==> src/rtl/sensor_alarm_pkg.sv <==
// Shared types and helpers for the voting sensor alarm block.
package sensor_alarm_pkg;

    typedef enum logic [1:0] {
        ST_IDLE  = 2'd0,
        ST_ARMED = 2'd1,
        ST_ALARM = 2'd2
    } alarm_state_t;

    // Sized for the largest supported channel count; callers zero-extend.
    function automatic logic [4:0] popcount(input logic [15:0] i_vec);
        logic [4:0] v_sum;
        v_sum = '0;
        for (int k = 0; k < 16; k++) begin
            v_sum = v_sum + 5'(i_vec[k]);
        end
        return v_sum;
    endfunction

endpackage

==> src/rtl/sensor_debounce.sv <==
// One sensor lane: 2-flop synchroniser followed by a stability counter.
module sensor_debounce #(
    parameter int DEBOUNCE_CYCLES = 4
) (
    input  logic clk,
    input  logic rst,
    input  logic raw,
    output logic db
);

    localparam int CW = (DEBOUNCE_CYCLES > 1) ? $clog2(DEBOUNCE_CYCLES) : 1;

    logic          r_meta;
    logic          r_sync;
    logic          r_db;
    logic [CW-1:0] r_cnt;

    always_ff @(posedge clk or posedge rst) begin
        if (rst) begin
            r_meta <= 1'b0;
            r_sync <= 1'b0;
            r_db   <= 1'b0;
            r_cnt  <= '0;
        end else begin
            r_meta <= raw;
            r_sync <= r_meta;
            if (r_sync == r_db) begin
                r_cnt <= '0;
            end else if (r_cnt == CW'(DEBOUNCE_CYCLES - 1)) begin
                // Mismatch held long enough: accept the new level.
                r_db  <= ~r_db;
                r_cnt <= '0;
            end else begin
                r_cnt <= r_cnt + CW'(1);
            end
        end
    end

    assign db = r_db;

endmodule

==> src/rtl/sensor_vote_alarm.sv <==
// N-channel debounced sensor voting with latched alarms and an arm/disarm FSM.
module sensor_vote_alarm
    import sensor_alarm_pkg::*;
#(
    parameter int N_SENSORS       = 3,
    parameter int DEBOUNCE_CYCLES = 4,
    parameter int VOTE_THRESHOLD  = 2,
    localparam int CNT_W          = $clog2(N_SENSORS + 1)
) (
    input  logic                 clk,
    input  logic                 rst,
    input  logic [N_SENSORS-1:0] sensor,
    input  logic                 arm,
    input  logic                 disarm,
    input  logic                 ack,
    output logic [N_SENSORS-1:0] sensor_db,
    output logic [CNT_W-1:0]     active_count,
    output logic [N_SENSORS-1:0] alarm,
    output logic [1:0]           state
);

    logic [N_SENSORS-1:0] w_db;
    logic [CNT_W-1:0]     w_pop;
    logic [N_SENSORS-1:0] w_trig;
    logic [N_SENSORS-1:0] w_alarm_nxt;
    alarm_state_t         w_state_nxt;

    alarm_state_t         r_state;
    logic [N_SENSORS-1:0] r_alarm;
    logic [CNT_W-1:0]     r_count;

    for (genvar g = 0; g < N_SENSORS; g++) begin : g_lane
        sensor_debounce #(
            .DEBOUNCE_CYCLES(DEBOUNCE_CYCLES)
        ) u_db (
            .clk(clk),
            .rst(rst),
            .raw(sensor[g]),
            .db (w_db[g])
        );
    end

    assign w_pop = CNT_W'(popcount(16'(w_db)));

    // A channel votes on the others only, so its own level is removed first.
    always_comb begin
        w_trig = '0;
        for (int i = 0; i < N_SENSORS; i++) begin
            w_trig[i] = (w_pop - CNT_W'(w_db[i])) >= CNT_W'(VOTE_THRESHOLD);
        end
    end

    always_comb begin
        w_state_nxt = r_state;
        w_alarm_nxt = r_alarm;
        if (disarm) begin
            w_state_nxt = ST_IDLE;
            w_alarm_nxt = '0;
        end else begin
            case (r_state)
                ST_IDLE: begin
                    w_alarm_nxt = '0;
                    if (arm) w_state_nxt = ST_ARMED;
                end
                ST_ARMED: begin
                    w_alarm_nxt = '0;
                    if (|w_trig) begin
                        w_state_nxt = ST_ALARM;
                        w_alarm_nxt = w_trig;
                    end
                end
                ST_ALARM: begin
                    if (ack) begin
                        w_alarm_nxt = w_trig;
                        if (~|w_trig) w_state_nxt = ST_ARMED;
                    end else begin
                        w_alarm_nxt = r_alarm | w_trig;
                    end
                end
                default: begin
                    w_state_nxt = ST_IDLE;
                    w_alarm_nxt = '0;
                end
            endcase
        end
    end

    always_ff @(posedge clk or posedge rst) begin
        if (rst) begin
            r_state <= ST_IDLE;
            r_alarm <= '0;
            r_count <= '0;
        end else begin
            r_state <= w_state_nxt;
            r_alarm <= w_alarm_nxt;
            r_count <= w_pop;
        end
    end

    assign sensor_db    = w_db;
    assign active_count = r_count;
    assign alarm        = r_alarm;
    assign state        = r_state;

endmodule

==> config.mk <==
export PLATFORM = sky130hd
export DESIGN_NAME = sensor_vote_alarm
export DESIGN_NICKNAME = d
export VERILOG_FILES = /design/src/rtl/sensor_alarm_pkg.sv /design/src/rtl/sensor_debounce.sv /design/src/rtl/sensor_vote_alarm.sv
export SDC_FILE = /design/constraint.sdc
export NUM_CORES = 1
export LEC_CHECK = 0
export BUFFER_PORTS_ARGS = -buffer_cell sky130_fd_sc_hd__clkbuf_2
export CORE_UTILIZATION = 50
export DETAILED_ROUTE_END_ITERATION = 10
export PLACE_DENSITY = 0.77
export SLEW_MARGIN = 5
export SYNTH_ARGS = -nofsm -noshare
export SYNTH_HDL_FRONTEND = slang
export SYNTH_SLANG_ARGS = --single-unit
export TNS_END_PERCENT = 100
==> constraint.sdc <==
create_clock -name clk -period 2.6 [get_ports clk]
set_input_delay 0.52 -clock clk [delete_from_list [all_inputs] [get_ports clk]]
set_output_delay 0.52 -clock clk [all_outputs]
set_load 0.02 [all_outputs]
==> results.ini <==
[run_status]
outcome = finished, final reports clean

[power]
leakagePower_nw = 0.561
comb_power_share_pct = 44.3
seqPwrFrac_pct = 37.4
internal-power_mw = 0.888
powerDensity_mw_per_mm2 = 1220
totalPowerFinal_mw = 1.42
swShare_pct = 37.7
p_sw_mw = 0.537
ir_drop_uv = 575
clockPowerShare_pct = 18.3

[cts]
cts-root-buf = clkbuf_4
cts.hold.buffers_added = 0
cts_made_buffers = 3
max-clock-path-buffers = 2
cts_setup_buffers = 0
cts_tree = done
cts_resized = 0
clock-sinks = 22
htreeDepth = 1
clk_latency_ns = 0.31
clk_pin_slew_worst_paths_ns = 0.12

[layout]
multi_input_area_um2 = 425
mostFrequentLayoutCells = dfrtp_1 (22), clkbuf_2 (17), ha_1 (9)
nets = 118
register_area_um2 = 551
area_growth_pct = 14.4
stdcell_area_mm2 = 0.00116
fillers = 144
drive_gt1_share_pct = 27.3
n_antenna_cell = 0
layout.cells.most_common = dfrtp_1

[logic_synthesis]
ys_ff_latch = 22
synth_seq_area_share_pct = 54.1
syn_nets = 99
synthCells = 81
yosys_warnings = 0
syn_avg_cell_area_um2 = 12.6
yosysUniqueCellTypes = 25
synthesis.area_mm2 = 0.00102

[floorplan]
die_w_um = 47.1
pin_count = 18
initial_utilization_pct = 55.9
rows = 15
dieArea_mm2 = 0.00222
die_h_um = 47.1
core_area_mm2 = 0.00182

[global_routing]
grt_pass1_vias = 647
grt_start_max_net_pins = 23
grt_pass1_wl_um = 2700
antenna_found_initial = 0
grtUsageTotal_pct = 17.9
overflow = 0

[timing]
fin_tns_setup_ns = 0
tightestPinTransition_ns = 0.788
rsz0062_at_grt = no
fin_crit_ns = 2.28
hold_viol = 0
maxSlewHeadroom_pct = 47.4
worst_slack_ns = 0.320
setup_viol = 0
final_max_slew_viol_count = 0
max_clock_freq_ghz = 0.439
finalCritPeriodShare_pct = 87.7
fin_skew_ns = 0.00404

[placed_design]
dpl_cell_area_mm2 = 0.00111
numPortBuffers = 17
dp_hpwl_um = 1180
gp_congestion = 0.730
place_ws_ns = 0.347

[worst_setup_path]
cp.required_ns = 2.85
cp_max_fo = 8
critical_path_class = reg2reg
startpoint_type = flop
crit_slowest_cell = fa_1
end_kind = flop
rrSetupSlack_ns = 0.32
max_stage_delay_ns = 0.65
reg2reg_depth = 5
crit_chain = fa_1 -> nand2b_4 -> a2111oi_0 -> a2111o_1 -> mux2i_1
cp_data_arrival_time_ns = 2.53

[detailed_routing]
drtPass1Iterations = 4
totalWireLength_um = 1560
drc = 0
routedWlPerCell_um = 12.5
drt_iter0_markers = 5
ant_nets = 0
route.vias.total = 636
routed_via_density = 5.13

[job]
cap_violations = 0

[min_path]
hold_class = in2reg
min_path_cells = 1

[Yosys cell counts]
cell | count | area, µm²
a2111o_1 | 1 | 11.3
a2111oi_0 | 1 | 8.76
a211o_1 | 1 | 8.76
a211oi_2 | 1 | 12.5
a21boi_0 | 1 | 7.51
a21oi_1 | 1 | 5.00
a22oi_1 | 1 | 7.51
a31o_2 | 1 | 8.76
buf_4 | 3 | 22.5
dfrtp_1 | 22 | 551
fa_1 | 1 | 20.0
ha_1 | 9 | 113
inv_1 | 5 | 18.8
mux2_2 | 3 | 33.8
mux2i_1 | 1 | 10.0
nand2_1 | 3 | 11.3
nand2b_1 | 3 | 18.8
nand2b_4 | 1 | 13.8
nor2_1 | 2 | 7.51
nor2b_1 | 7 | 43.8
nor3_1 | 5 | 25.0
o21ai_0 | 2 | 10.0
o22ai_1 | 1 | 6.26
or2b_1 | 1 | 7.51
xnor2_1 | 4 | 35.0
[sequential cells by signal (all words and copies together), names as in the netlist]
signal / count
state: 2
g_lane.u_db.r_cnt: 6
g_lane.u_db.r_meta: 3
g_lane.u_db.db: 3
active_count: 2
alarm: 3
g_lane.u_db.r_sync: 3
[per-stage QoR]
step | hold WS (ns) | cells | util (%)
floorplan | 0.331 | 81 | -
global placement | 0.333 | 120 | 61.0
detailed placement | 0.340 | 120 | 61.0
CTS | 0.289 | 124 | 63.9
global route | 0.282 | 124 | 63.9
finish | 0.302 | 124 | 63.9
[cell families after synthesis]
kind of cell	Yosys count	share of synthesized area, %
muxes	4	4.30
xor gates and xnor gates	4	3.44
buffers and inverters	8	4.06
DFF	22	54.1
and+or+nand+nor	22	12.5
AOI/OAI and AO/OA	11	8.49
adders and majority gates	10	13.0
[critical path: cells and delay by family, from the launching register on]
kind | cells | cell delay (ns)
fa+ha+maj | 1 | 0.65
flops | 1 | 0.50
simple gates | 1 | 0.07
compound gates | 2 | 0.81
mux | 1 | 0.19
[power groups by stage]
stage	Combinational, mW	Clock, mW	Sequential, mW
floorplan	0.485	0	0.562
global placement	0.607	0	0.531
detailed placement	0.632	0	0.543
CTS	0.636	0.269	0.535
global route	0.701	0.281	0.551
finish	0.632	0.260	0.533
[metal layers]
metal  vias to the layer above  GRT usage (%)  share of wire (%)  wire length, µm
met5                         -              0                  0                0
met4                         0           12.6                2.4               38
met3                         4           3.85                3.6               56
met2                        13           28.9                 50              773
met1                       312           21.4                 44              687
li1                        307              -                  -                -
[final timing paths]
check | start | to
min in group asynchronous | rst | g_lane[1].u_db.r_meta
max | g_lane[1].u_db.db | state[1]
min | sensor[1] | g_lane[1].u_db.r_meta
max reg2reg | g_lane[1].u_db.db | state[1]
max in group asynchronous | rst | active_count[0]
min reg2reg | g_lane[2].u_db.r_meta | g_lane[2].u_db.r_sync
[layout make-up]
class | instances | share of cell area, %
Timing Repair Buffer | 17 | 7.31
Clock buffer | 3 | 1.94
Multi-Input combinational cell | 51 | 36.6
Inverter | 5 | 1.61
Tap cell | 25 | 2.69
Sequential cell | 22 | 47.3
Clock inverter | 1 | 2.58
Note: power is estimated with default switching activity, not from simulation.
